### src/rtl/dma_pkg.sv
`default_nettype none
// +-----------------------------------------------------------------------+
// | dma_pkg                                                               |
// | Shared states, transfer-mode and command-bit constants for the DMA.   |
// | Revision: 1.0                                                         |
// +-----------------------------------------------------------------------+
package dma_pkg;

  typedef enum logic [2:0] {
    SI = 3'd0,
    S0 = 3'd1,
    S1 = 3'd2,
    S2 = 3'd3,
    S3 = 3'd4,
    S4 = 3'd5
  } dma_state_t;

  localparam logic [1:0] DEMAND = 2'b00;
  localparam logic [1:0] SINGLE = 2'b01;
  localparam logic [1:0] BLOCK  = 2'b10;

  localparam int CMD_DISABLE   = 2;
  localparam int CMD_ROTATE    = 4;
  localparam int CMD_DREQ_LOW  = 6;
  localparam int CMD_DACK_HIGH = 7;

  // States in which the bus is owned and DACK is driven.
  function automatic logic is_xfer_state(input dma_state_t s);
    return (s == S1) || (s == S2) || (s == S3) || (s == S4);
  endfunction

endpackage
`default_nettype wire

### src/rtl/dma_priority_timing_ctrl_if.sv
`default_nettype none
// +-----------------------------------------------------------------------+
// | dma_priority_timing_ctrl_if                                           |
// | Channel request/acknowledge and host hold handshake bundle.           |
// | Revision: 1.0                                                         |
// +-----------------------------------------------------------------------+
interface dma_priority_timing_ctrl_if #(
  parameter int NCH = 4
);
  logic [NCH-1:0] dreq;
  logic           hlda;
  logic           eop_n_in;
  logic           hrq;
  logic [NCH-1:0] dack;

  modport master (input dreq, hlda, eop_n_in, output hrq, dack);
  modport slave  (output dreq, hlda, eop_n_in, input hrq, dack);
endinterface
`default_nettype wire

### src/rtl/dma_priority_encoder.sv
`default_nettype none
// +-----------------------------------------------------------------------+
// | dma_priority_encoder                                                  |
// | Picks one requesting channel, fixed (lowest index) or rotating order. |
// | Revision: 1.0                                                         |
// +-----------------------------------------------------------------------+
module dma_priority_encoder #(
  parameter int NCH = 4
) (
  input  logic [NCH-1:0]         i_eff,
  input  logic [$clog2(NCH)-1:0] i_pointer,
  input  logic                   i_rotate,
  output logic [$clog2(NCH)-1:0] o_winner,
  output logic                   o_valid
);
  localparam int CW = $clog2(NCH);

  logic [CW-1:0] w_base;

  assign w_base = i_rotate ? i_pointer : '0;

  // Scan from the farthest offset down so the nearest hit to the base wins;
  // the CW-bit sum wraps naturally because NCH is a power of two.
  always_comb begin
    o_winner = '0;
    o_valid  = 1'b0;
    for (int i = NCH - 1; i >= 0; i--) begin
      if (i_eff[w_base + CW'(i)]) begin
        o_valid  = 1'b1;
        o_winner = w_base + CW'(i);
      end
    end
  end
endmodule
`default_nettype wire

### src/rtl/dma_priority_timing_ctrl.sv
`default_nettype none
// +-----------------------------------------------------------------------+
// | dma_priority_timing_ctrl                                              |
// | DMA channel arbitration plus SI/S0..S4 host handshake and timing.     |
// | Revision: 1.0                                                         |
// +-----------------------------------------------------------------------+
module dma_priority_timing_ctrl
  import dma_pkg::*;
#(
  parameter int NCH         = 4,
  parameter int WAIT_STATES = 0
) (
  input  logic                      clk,
  input  logic                      reset_n,
  dma_priority_timing_ctrl_if.master bus,
  input  logic [7:0]                command_reg,
  input  logic [NCH-1:0]            mask_reg,
  input  logic [NCH-1:0]            request_reg,
  input  logic [2*NCH-1:0]          mode_xfer,
  input  logic                      tc_in,
  output logic [$clog2(NCH)-1:0]    active_ch,
  output logic                      busy,
  output logic                      adv,
  output logic [NCH-1:0]            tc_out,
  output logic [NCH-1:0]            req_clr
);
  localparam int         CW       = $clog2(NCH);
  localparam logic [2:0] WAIT_CNT = 3'(WAIT_STATES);

  dma_state_t     r_state, w_next;
  logic [CW-1:0]  r_active, r_ptr, w_winner;
  logic [2:0]     r_wait;
  logic           w_valid, w_end, w_term, w_svc_done, w_adv;
  logic [NCH-1:0] w_sensed, w_eff, w_onehot, w_dack_act;
  logic [1:0]     w_mode;
  logic           w_unused_cmd;

  assign w_unused_cmd = ^{command_reg[5], command_reg[3], command_reg[1:0]};

  assign w_sensed = bus.dreq ^ {NCH{command_reg[CMD_DREQ_LOW]}};
  assign w_eff    = (w_sensed & ~mask_reg) | request_reg;
  assign w_onehot = {{(NCH-1){1'b0}}, 1'b1} << r_active;
  assign w_mode   = mode_xfer[{r_active, 1'b0} +: 2];
  assign w_end    = ~bus.eop_n_in | tc_in;

  dma_priority_encoder #(.NCH(NCH)) u_prio (
    .i_eff     (w_eff),
    .i_pointer (r_ptr),
    .i_rotate  (command_reg[CMD_ROTATE]),
    .o_winner  (w_winner),
    .o_valid   (w_valid)
  );

  always_ff @(posedge clk or negedge reset_n) begin
    if (!reset_n) begin
      r_state  <= SI;
      r_active <= '0;
      r_ptr    <= '0;
      r_wait   <= '0;
    end else begin
      r_state <= w_next;
      if (r_state == SI && w_next == S0)
        r_active <= w_winner;
      if (w_svc_done && command_reg[CMD_ROTATE])
        r_ptr <= r_active + 1'b1;
      r_wait <= (r_state == S3 && w_next == S3) ? r_wait + 3'd1 : 3'd0;
    end
  end

  // Loss of hlda in any owned state aborts without advancing or rotating.
  always_comb begin
    w_next     = r_state;
    w_adv      = 1'b0;
    w_term     = 1'b0;
    w_svc_done = 1'b0;
    unique case (r_state)
      SI: if (!command_reg[CMD_DISABLE] && w_valid) w_next = S0;
      S0: if (bus.hlda) w_next = S1;
      S1: w_next = bus.hlda ? S2 : SI;
      S2: w_next = bus.hlda ? S3 : SI;
      S3: begin
        if (!bus.hlda)              w_next = SI;
        else if (r_wait == WAIT_CNT) w_next = S4;
      end
      S4: begin
        w_next = SI;
        if (bus.hlda) begin
          w_adv      = 1'b1;
          w_svc_done = 1'b1;
          if (w_end) begin
            w_term = 1'b1;
          end else if (!mask_reg[r_active] &&
                       (w_mode == BLOCK || (w_mode == DEMAND && w_eff[r_active]))) begin
            w_next     = S1;
            w_svc_done = 1'b0;
          end
        end
      end
      default: w_next = SI;
    endcase
  end

  assign busy       = (r_state != SI);
  assign bus.hrq    = busy;
  assign w_dack_act = is_xfer_state(r_state) ? w_onehot : '0;
  assign bus.dack   = command_reg[CMD_DACK_HIGH] ? w_dack_act : ~w_dack_act;
  assign active_ch  = r_active;
  assign adv        = w_adv;
  assign tc_out     = w_term ? w_onehot : '0;
  assign req_clr    = w_term ? w_onehot : '0;
endmodule
`default_nettype wire

### src/flat_wrapper.sv
// flat-port wrapper written by rule: the top's interface ports become plain ports
module dma_priority_timing_ctrl_flat import dma_pkg::*;
#(
  parameter int NCH         = 4,
  parameter int WAIT_STATES = 0
)
  (clk, reset_n, command_reg, mask_reg, request_reg, mode_xfer, tc_in, active_ch, busy, adv, tc_out, req_clr, bus_dreq, bus_hlda, bus_eop_n_in, bus_hrq, bus_dack);
  dma_priority_timing_ctrl_if #(.NCH(NCH)) bus_i ();
  input  logic clk;
  input  logic reset_n;
  input  logic [7:0] command_reg;
  input  logic [NCH-1:0] mask_reg;
  input  logic [NCH-1:0] request_reg;
  input  logic [2*NCH-1:0] mode_xfer;
  input  logic tc_in;
  output logic [$clog2(NCH)-1:0] active_ch;
  output logic busy;
  output logic adv;
  output logic [NCH-1:0] tc_out;
  output logic [NCH-1:0] req_clr;
  input wire logic [$bits(bus_i.dreq)-1:0] bus_dreq;
  input wire logic [$bits(bus_i.hlda)-1:0] bus_hlda;
  input wire logic [$bits(bus_i.eop_n_in)-1:0] bus_eop_n_in;
  output wire logic [$bits(bus_i.hrq)-1:0] bus_hrq;
  output wire logic [$bits(bus_i.dack)-1:0] bus_dack;
  assign bus_i.dreq = bus_dreq;
  assign bus_i.hlda = bus_hlda;
  assign bus_i.eop_n_in = bus_eop_n_in;
  assign bus_hrq = bus_i.hrq;
  assign bus_dack = bus_i.dack;
  dma_priority_timing_ctrl #(.NCH(NCH), .WAIT_STATES(WAIT_STATES)) u_core (.clk(clk), .reset_n(reset_n), .bus(bus_i), .command_reg(command_reg), .mask_reg(mask_reg), .request_reg(request_reg), .mode_xfer(mode_xfer), .tc_in(tc_in), .active_ch(active_ch), .busy(busy), .adv(adv), .tc_out(tc_out), .req_clr(req_clr));
endmodule
### config.mk
export PLATFORM = sky130hd
export DESIGN_NAME = dma_priority_timing_ctrl_flat
export DESIGN_NICKNAME = d
export VERILOG_FILES = /design/src/rtl/dma_pkg.sv /design/src/rtl/dma_priority_timing_ctrl_if.sv /design/src/rtl/dma_priority_encoder.sv /design/src/rtl/dma_priority_timing_ctrl.sv /design/src/flat_wrapper.sv
export SDC_FILE = /design/constraint.sdc
export NUM_CORES = 1
export LEC_CHECK = 0
export ABC_AREA = 1
export BUFFER_PORTS_ARGS = -buffer_cell sky130_fd_sc_hd__buf_2
export CORE_UTILIZATION = 50
export DETAILED_ROUTE_END_ITERATION = 6
export GPL_TIMING_DRIVEN = 0
export PLACE_DENSITY = 0.8
export SLEW_MARGIN = 40
export SYNTH_ARGS = -nofsm -noshare
export SYNTH_HDL_FRONTEND = slang
export SYNTH_SLANG_ARGS = --single-unit
export TNS_END_PERCENT = 5
### constraint.sdc
create_clock -name clk -period 3.6 [get_ports clk]
set_input_delay 0.18 -clock clk [delete_from_list [all_inputs] [get_ports clk]]
set_output_delay 0.18 -clock clk [all_outputs]
set_load 0.01 [all_outputs]
Word level (Yosys, flattened, before mapping)
Index checks and enable logic that the tools add are counted.
{"block": "word_totals", "rom_bits": 0, "elab_cells": 91, "inputBits": 33, "mem_bits_rw": 0, "mem_count": 0, "out_inout_bits": 17, "latch_bits": 0, "regBits": 10}
{"block": "op_classes", "magnitude_cmp": 5, "n_div": 0, "add_sub_neg": 5, "reduce_logical": 16, "muxes": 44, "n_mul": 0, "bitwise": 7, "eq_ne": 8, "shift": 2}
{"operator": "$mux W3", "count": 8}
{"operator": "$mux W1", "count": 19}
{"operator": "$pmux W3 S6", "count": 1}
{"operator": "$lt A2 B3 Y1 const B", "count": 5}
{"operator": "$mux W2", "count": 7}
{"operator": "$bmux W1 S2", "count": 6}
{"operator": "$mux W4", "count": 3}
{"operator": "$eq A3 B3 Y1 const B", "count": 3}
{"operator": "$not A4 Y4", "count": 2}
{"operator": "$shiftx A8 B4 Y2", "count": 1}
{"operator": "$eq A3 B1 Y1 const B", "count": 2}
{"operator": "$eq A3 B2 Y1 const B", "count": 2}
{"operator": "$logic_and A1 B1 Y1", "count": 6}
{"operator": "$logic_not A3 Y1", "count": 2}
{"operator": "$add A2 B1 Y2 const B", "count": 2}
{"operator": "$add A2 B2 Y2 const B", "count": 2}
{"operator": "$and A4 B4 Y4", "count": 1}
{"operator": "$logic_or A1 B1 Y1", "count": 4}
{"operator": "$or A4 B4 Y4", "count": 1}
{"operator": "$shl A1 B2 Y4 const A", "count": 1}
{"operator": "$xor A4 B4 Y4", "count": 1}
{"operator": "$add A3 B1 Y3 const B", "count": 1}
{"operator": "$reduce_bool A3 Y1", "count": 1}
{"operator": "$eq A2 B2 Y1 const B", "count": 1}
{"operator": "other kinds (4)", "count": 5}

Depth between registers and ports, before layout
Gate-level depths: netlist of the first run.
{"block": "logic_depth", "word_depth": 15, "depth_mapped": 13, "mapped_depth_nobuf": 13}

Modules after synthesis
From an unflattened synthesis of the first run, not the netlist that was laid out.
{"block": "hier_totals", "cells_unflattened": 196, "hier_area_um2": 1149.9}
{"mod": "dma_priority_timing_ctrl", "area_each_um2": 917.1, "instances": 1, "cells_per_inst": 143, "seq_area_each_um2": 250.2}
{"mod": "dma_priority_encoder", "area_each_um2": 232.7, "instances": 1, "cells_per_inst": 53, "seq_area_each_um2": 0.0}

Worst setup path before layout of the first run
No wires, ideal clock.
{"block": "synth_timing", "path_kind": "reg-to-output", "startpoint": "reg u_core.r_state[1]", "endpoint": "out tc_out[0]", "path_buffers": 1, "t_required_ns": 3.420, "t_arrival_ns": 1.250, "path_stages_with_launch": 9, "slack_ns": 2.170, "cell_sequence": "dfrtp_1 > inv_1 > nand2_1 > nor2_1 > nand2_1 > inv_1 > nand2_1 > nor2_1 > buf_4"}
{"block": "synth_between", "elab_chain_len": 3}
{"item": "from (decl)", "line_no": "dma_priority_timing_ctrl.sv:30", "source": "dma_state_t r_state, w_next;"}
{"item": "from (signal assigned)", "line_no": "dma_priority_timing_ctrl.sv:61", "source": "r_state <= w_next;"}
{"item": "$eq A3 B3 Y1", "line_no": "dma_priority_timing_ctrl.sv:76", "source": "unique case (r_state)"}
{"item": "$mux W1", "line_no": "dma_priority_timing_ctrl.sv:76"}
{"item": "$mux W4"}
{"item": "to (decl)", "line_no": "flat_wrapper.sv:19", "source": "output logic [NCH-1:0] tc_out;"}
No other way between the ends.

Worst setup path in the final report of the first run
{"block": "layout_timing", "startpoint": "reg u_core.r_state[1]", "endpoint": "out tc_out[0]"}
{"block": "layout_between", "elab_chain_len": 3}
{"item": "$eq A3 B3 Y1", "line_no": "dma_priority_timing_ctrl.sv:76"}
{"item": "$mux W1", "line_no": "dma_priority_timing_ctrl.sv:76"}
{"item": "$mux W4", "line_no": "dma_priority_timing_ctrl.sv:109", "source": "assign tc_out = w_term ? w_onehot : '0;"}
No other way between the ends.

==> results of run 1 <==
sequential cells by signal, summed over array words and instances, names as in the netlist:
register	cells
u_core.r_state	3
u_core.r_ptr	2
u_core.active_ch	2
u_core.r_wait	3
cell families after synthesis:
| group | after synthesis |
|---|---|
| simple gates | 104 |
| compound gates | 15 |
| flops | 10 |
| fa+ha+maj | 6 |
| buf+inv | 44 |
| xor+xnor | 5 |
repair_timing:
item,4_1_cts,5_1_grt
hold buffers,1,0
endpoints found under the hold margin,10,0
endpoints found under the setup margin,0,0
metrics by stage:
step	cell area, µm²	std cells
finish	1463	261
global route	1463	261
CTS	1463	261
detailed placement	1430	257
global placement	1430	257
floorplan	1170	184
worst paths after layout:
path,start,end,cells after the start
max,u_core.r_state[1],tc_out[0],9
min,bus_hlda,u_core.r_state[1],3
max reg2reg,u_core.r_ptr[0],u_core.active_ch[0],12
min reg2reg,u_core.r_wait[0],u_core.r_wait[0],1
max in group asynchronous,reset_n,u_core.r_ptr[1],2
min in group asynchronous,reset_n,u_core.r_wait[1],2
synthesized netlist by cell type, drive strengths merged:
master / number / area, µm²
nand2: 54 / 220.2
inv: 37 / 141.4
nand3: 27 / 190.2
nor2: 19 / 78.83
dfrtp: 10 / 250.2
a21oi: 7 / 35.03
buf: 6 / 42.54
ha: 6 / 75.07
o21ai: 6 / 37.54
xor2: 4 / 35.03
nand4: 3 / 18.77
a221oi: 1 / 15.01
clkinv: 1 / 8.760
nor3: 1 / 5.000
o211ai: 1 / 7.510
xnor2: 1 / 8.760
critical path, cell delays in order, from the launching register on:
cell and delay (ps):
dfrtp_1 410, inv_1 80, nand2_1 80, nor2_1 100, nand2_1 70, inv_1 100
nand2_1 110, nor2_1 140, buf_4 120, buf_2 110
power by group:
part / total (mW) / internal (mW) / leakage, nW / switching (mW)
Sequential: 0.173 / 0.143 / 0.134 / 0.0299
Combinational: 0.452 / 0.172 / 0.727 / 0.280
Clock: 0.0740 / 0.0384 / 0.0138 / 0.0356
Total: 0.700 / 0.354 / 0.875 / 0.346
cell type report:
class	count	share of cell area, %
buffer	6	2.908
tap	28	2.395
clock buffer	3	1.540
sequential	10	17.11
timing repair buffer	46	16.08
inverter	38	10.27
multi-input combinational	130	49.70
routing by layer:
layer	vias to the layer above	global-route usage, %	wire [µm]	share of wire (%)
met5	-	0	0	0
met4	0	5.556	10	0.39
met3	2	2.121	101	3.9
met2	29	43.33	1252	48
met1	532	27.15	1229	47
li1	669	-	-	-
==> summary.md, run 1 <==
Data arrives at the worst endpoint at 1560 ps. The logs give 0 for the hold violation total from the final report and 250.2 µm² for the area of all sequential standard cells. Along the worst path, the maximum fanout reaches 4. Summing the areas of all xor and xnor instances in the mapped netlist gives 3.743% of the synthesized area. Setup repair after global routing left no endpoint under its margin.

Measured along the x axis, the die boundary spans 50.37 µm. The type of the most critical hold path is in -> reg. Summing all multi-input logic gate instances after layout gives 726.9 µm². The number of buffer cells added on primary ports was 45. Of the post-synthesis cell area, the part taken by muxes is 0%.

VDD sags by at most 0.3902 mV. The detailed-route wire length per cell was 9.943 µm; the fmax was 576.1 MHz. The reg-to-reg setup timing slack is 2060 ps, and the synthesized-area fraction occupied by ao, oa, aoi and oai cells is 8.128%.

For the worst setup skew after layout, the log shows 8.220 ps. The worst pin sits at a relative slew slack of 78.50%. Synthesis produced a netlist with a net count of 223. The netlist area before placement came out at 1170 µm². The top cell types in the final layout, fill and taps aside, are nand2_1 (49), buf_2 (46), inv_1 (33), nand3_1 (19), nor2_1 (16). Using the TritonRoute via totals, the vias-per-cell ratio works out to 4.720. Of the cells placed in the final design, the portion with a size suffix greater than 1 is 33.48%.

At the placement stage, the worst setup path has a slack of 2073 ps. The placeable core area came out at 2212 µm². The run gives 0 as the total grt overflow. The max-cap check violation count is 0. The largest family of logic cells by synthesized area is simple AND/OR/NAND/NOR gates. The cell count after synthesis is 184.

The first routing iteration left 21 violations. The floorplan has 17 rows. Summed over all layers, the routed wires come to 2.595 mm. TritonCTS built the clock tree.

The leakage power of the design is 0.8754 nW. In this run, CTS created clock tree buffers numbering 3. 0 antenna diodes ended up in the layout. The height of the die came out at 50.37 µm. The final total negative setup slack is 0 ps. 50 I/O pins were placed. After layout, the worst setup slack is 1864 ps.

The tools report the area of the die as 2537 µm². The library cell used most frequently in the layout, excluding fill and tap cells, is nand2_1. For the minimum hold slack, the log shows 202.9 ps. The number of synthesis warnings is 0, and the slew at the pin closest to its max-slew limit is 322.5 ps. The type of the worst setup path is reg -> out.

The distinct cell type count after synthesis was 25; the via count was 1232. The arithmetic-cell share of the synthesized area counting full adders, half adders and majority gates was 6.417%; the effective utilization at floorplan was 52.88%. Clock tree root buffer cell: clkbuf_4. For the finished layout, the period the worst path requires is 1736 ps. The sequential element share of the synthesized area is 21.39%, and the total global-route track usage is 22.84%. Setup violations remaining at the end of the flow were counted as 0. The design draws 0.6996 mW.

The tools report the count of unresolved DRC violations after routing as 0. Data on the critical path is required at its endpoint by 3420 ps. For the insertion delay of the later-clocked pin in the worst-skew pair, the log shows 260 ps. The average instance in the mapped netlist occupies 6.358 µm². The worst setup path is captured at an output pin.

The longest clock path from root to sink contains 2 buffers. The total count of max-transition violations in the final report is 0. The kind of start point of the critical path is a register. The initial antenna violation count came out at 0.

The H-tree depth came out at 1. Routability-driven placement finished with a final weighted congestion of 0.8225. After clock tree synthesis, the clock-pin slew on the worst setup and hold paths is 60 ps. The count of clock tree sinks is 10. The number of global-route vias before repair is 1188. The total setup buffers inserted after CTS is 0, and the portion of the clock cycle consumed by the worst path in the final layout is 48.22%.

The first global-routing pass estimated 4.567 mm of wire. Relative to the synthesized area, the layout overhead comes to 25.03%. The run gives 11 as the largest net degree at the start of global routing.

For the net total in the final layout, the log shows 274. The power density normalized to cell area is 478.3 nW/µm², and the remaining number of nets flagged by the antenna check after routing is 0. The run gives 210 as the number of fill cells.

The tools report the utilization after layout as 66.12%. The first detailed-routing pass took 4 iterations. The area fraction in and, or, nand and nor cells after synthesis was 43.85%. Detailed placement ended at an HPWL of 2.211 mm. Post-CTS repair changed the size of 0 cells. The flow ran to the end, and the final reports show no timing, DRC or antenna violations. The number of synthesized register bits is 10.
Power figures use the tool's default switching activity.
==> run 2: changes to the inputs <==
--- a/config.mk
+++ b/config.mk
@@ -5,12 +5,12 @@
 export SDC_FILE = /design/constraint.sdc
 export NUM_CORES = 1
 export LEC_CHECK = 0
-export ABC_AREA = 1
+export ABC_AREA = 0
 export BUFFER_PORTS_ARGS = -buffer_cell sky130_fd_sc_hd__buf_2
-export CORE_UTILIZATION = 50
+export CORE_UTILIZATION = 41
 export DETAILED_ROUTE_END_ITERATION = 6
 export GPL_TIMING_DRIVEN = 0
-export PLACE_DENSITY = 0.8
+export PLACE_DENSITY = 0.73
 export SLEW_MARGIN = 40
 export SYNTH_ARGS = -nofsm -noshare
 export SYNTH_HDL_FRONTEND = slang
==> constraint.sdc (replaced) <==
create_clock -name clk -period 1.45 [get_ports clk]
set_input_delay 0.0725 -clock clk [delete_from_list [all_inputs] [get_ports clk]]
set_output_delay 0.0725 -clock clk [all_outputs]
set_load 0.01 [all_outputs]
==> summary.md, run 2 <==
The height of the die was 51.72 µm (was 50.37 µm). The maximum count of clock buffers along a single path is 2 (unchanged). Count of clock tree sinks: 10 (unchanged). Utilization after layout: 61.79% (was 66.12%).

The total grt overflow was 0 (unchanged). Setup repair after global routing could not meet its margin everywhere. The setup slack of the critical path after layout came out at -472.6 ps (was 1864 ps). The most frequently used cell type in the post-synthesis netlist was nor2_1 (was nand2_1). Post-route standard cell area excluding fillers: 1406 µm² (was 1463 µm²).

First-pass iteration count of the detailed router: 4 (unchanged). The insertion delay of the later-clocked pin in the worst-skew pair was 260 ps (about the same); the data arrival time of the worst path was 2070 ps (was 1560 ps). Wire length of the first global-routing pass: 4.084 mm (was 4.567 mm). The largest fanout of any net on the critical path works out to 2 (was 4). The area of the die is 2675 µm² (was 2537 µm²). Number of global-route vias before repair: 981 (was 1188). The run gives 1.926 mm (was 2.211 mm) as the HPWL reported at the end of detailed placement. The tools report the sequential element share of the synthesized area as 24.69% (was 21.39%).

The kind of capture point of the worst setup path is a register (was an output pin). The flow ran to the end, but the final reports show violations. The leakage power of the design came out at 0.7115 nW (was 0.8754 nW). Based on the critical path, the design can be clocked at up to 520.1 MHz. The tools report the via count as 1056 (was 1232).

The tools report the number of DRC markers in iteration 0 as 17 (was 21). The internal power consumption came out at 1.012 mW (was 0.3539 mW). The checks that failed: setup timing.

The highest cell delay on the worst timing path came out at 510 ps (was 410 ps). Crit path cell chain: mux4_2 -> nor3b_2 -> nand3_1 -> o22ai_2 -> nand3b_4 -> mux2_4 (was inv_1 -> nand2_1 -> nor2_1 -> nand2_1 -> inv_1 -> nand2_1 -> nor2_1 -> buf_4 -> buf_2). The logs give 11 (unchanged) for the largest net degree at the start of global routing and 11.3% (was 10.6%) for the share of total power in the clock network. Leading registers by flop count: u_core.r_state (3), u_core.r_wait (3) (unchanged). For the distinct cell type count after synthesis, the log shows 39 (was 25).

Type of the most critical hold path: in -> reg (unchanged). The number of synthesis warnings came out at 0 (unchanged). The type of the worst setup path was reg -> reg (was reg -> out). The number of buffer cells added on primary ports was 45 (unchanged). Routability congestion estimate: 0.8213 (was 0.8225).

Top library cells by usage in the layout, fill and taps aside: buf_2 (45), nor2_1 (15), buf_4 (9), inv_1 (7) (was nand2_1 (49), buf_2 (46), inv_1 (33), nand3_1 (19), nor2_1 (16)). The most used flip-flop cell after synthesis is dfrtp_1 (unchanged). The buffers plus inverters on the worst setup path was 0 (was 4).

List of most frequent post-synthesis cells: nor2_1 (16), dfrtp_1 (10), inv_1 (9), nand2_1 (7), ha_1 (6) (was nand2_1 (49), inv_1 (33), nand3_1 (19), nor2_1 (16), dfrtp_1 (10)). The worst-path cell with the longest stage delay is mux4_2 (was dfrtp_1). The post-layout minimum cycle time works out to 1923 ps.

The count of inserted antenna diode cells is 0 (unchanged). The routed via count divided by cell count works out to 5.280 (was 4.720). The maximum vdd ir drop is 0.6688 mV (was 0.3902 mV).

The tools report the number of CTS-inserted buffers as 3 (unchanged). The proportion of power drawn by combinational gates came out at 63.1% (was 64.7%). The number of synthesized register bits is 10 (unchanged). The number of flops mapped to enable cells by yosys works out to 0 (unchanged).

The chip width is 51.72 µm (was 50.37 µm), and the netlist area before placement is 1013 µm² (was 1170 µm²). The mean area per synthesized cell is 8.589 µm² (was 6.358 µm²). The kind of start point of the critical path is a register (unchanged). The placeable core area came out at 2276 µm² (was 2212 µm²).

The cell count after synthesis was 118 (was 184); the total length of routed wires was 2.556 mm (was 2.595 mm). The total count of max-transition violations in the final report was 0 (unchanged); the max-cap check violation count was 0 (unchanged). The net count after synthesis came out at 157 (was 223).

The clock tree root buffer cell was clkbuf_4 (unchanged). The tools report the net total in the final layout as 212 (was 274). The minimum setup slack after placement is -630.8 ps (was 2073 ps), and the power density normalized to cell area is 1252 nW/µm² (was 478.3 nW/µm²).

The run gives 25.7% (was 24.8%) as the sequential cell fraction of total power. Top post-synthesis cells by area: dfrtp_1 (25%), ha_1 (7.4%), nor2_1 (5.9%) (was dfrtp_1 (21%), nand2_1 (16%), inv_1 (11%)). TritonCTS built the clock tree. Commonest non-fill, non-tap cell in the layout: buf_2 (was nand2_1). The cell count after placement was 191 (was 257).

The share of total power consumed by net switching is 42.52% (was 49.42%), and the portion of the clock cycle consumed by the worst path in the final layout is 132.6%. The tools report the number of top-level design ports as 50 (unchanged). Fraction of final layout cells with drive strength greater than 1: 48.26% (was 33.48%). The number of placement rows is 17 (unchanged), and the remaining number of nets flagged by the antenna check after routing is 0 (unchanged). The tools report the initial antenna violation count as 0 (unchanged).

The run gives 17 (was 0) as the final setup violation count. The clock-pin slew on the worst setup and hold paths came out at 70 ps (was 60 ps). The synthesis-to-finish area growth is 38.77% (was 25.03%). The slew at the pin closest to its max-slew limit works out to 428.9 ps (was 322.5 ps). For the number of non-filler instances in the completed layout, the log shows 200 (was 261). Category of cells accounting for the largest share of critical-path delay: multiplexers (was simple AND/OR/NAND/NOR gates). The required time of the critical path came out at 1600 ps (was 3420 ps). Cell type with the highest aggregate area in the netlist: dfrtp_1 (unchanged).

The proportion of synthesized flip-flops having asynchronous set or reset was 100.0% (unchanged); the post-detailed-placement cell area was 1275 µm² (was 1430 µm²). The portion of synthesized cell area occupied by the leading cell type was 24.69% (was 21.39%). The detailed-route wire length per cell was 12.78 µm (was 9.943 µm); the switching power was 0.7485 mW (was 0.3457 mW).

The hold violation total from the final report was 0 (unchanged). The run gives 44.53% (was 52.88%) as the effective utilization at floorplan. The worst setup skew after layout was 12.63 ps (was 8.220 ps).

The logs give 20.06% (was 22.84%) for the total global-route track usage and 71.41% (was 78.50%) for the worst slew margin relative to its limit. The H-tree depth was 1 (unchanged); the count of unresolved DRC violations after routing was 0 (unchanged).
[run 2: cell type report]
class                   instances  area, µm²
multi-input cells              92      734.5
flip-flops and latches         10      255.2
clock buffers                   4      26.28
fillers                       198      869.6
plain buffers                   7      53.80
repair buffers                 50      265.3
inverters                       9      36.28
well taps                      28      35.03
[run 2: path summary, 6_finish.rpt]
path                                startpoint                 to  slack, ps  cells after the start
max                        u_core.active_ch[1]    u_core.r_ptr[1]       -470                      6
min                                   bus_hlda  u_core.r_state[2]        100                      2
max reg2reg                u_core.active_ch[1]    u_core.r_ptr[1]       -470                      6
min reg2reg                   u_core.r_wait[0]   u_core.r_wait[0]        460                      1
max in group asynchronous              reset_n  u_core.r_state[1]       1010                      2
min in group asynchronous              reset_n    u_core.r_ptr[1]        220                      2
[run 2: logic make-up (layout without fill, tap and decap cells)]
logic type	count (synthesis)	after routing	share of synthesized area (%)
simple gates	46	46	24.94
fa+ha+maj	6	6	7.407
flops	10	10	24.69
buf+inv	16	70	7.901
compound gates	23	23	17.78
xor+xnor	10	10	8.642
mux	7	7	8.642
[run 2: stage by stage]
| step | power [mW] | hold slack, ps | setup TNS [ps] |
|---|---|---|---|
| finish | 1.760 | 104.3 | -4332 |
| global route | 1.884 | 107.3 | -6019 |
| CTS | 1.736 | 105.8 | -4256 |
| detailed placement | 1.393 | -56.95 | -5140 |
| global placement | 1.360 | -61.67 | -4254 |
| floorplan | 1.100 | -223.1 | -2034 |
[run 2: repair_timing]
item | in CTS | in global routing
setup endpoints to repair | 23 | 22
gates resized for setup | 18 | 5
setup buffers | 4 | 0
endpoints found under the hold margin | 10 | 0
hold buffers | 1 | 0
pin swaps | 4 | 2
[run 2: power by group through the flow]
stage,clock (mW),sequential (mW),combinational (mW)
after floorplan,0,0.457,0.643
after global placement,0,0.473,0.887
after detailed placement,0,0.476,0.917
after CTS,0.199,0.444,1.09
after global routing,0.215,0.458,1.21
final,0.198,0.452,1.11
[run 2: per-layer routing]
layer | vias to the layer above | global-route usage, % | routed length, µm
li1 | 510 | - | -
met5 | - | 0 | 0
met4 | 0 | 7.207 | 16
met2 | 32 | 38.74 | 1335
met3 | 2 | 1.170 | 110
met1 | 512 | 22.83 | 1094
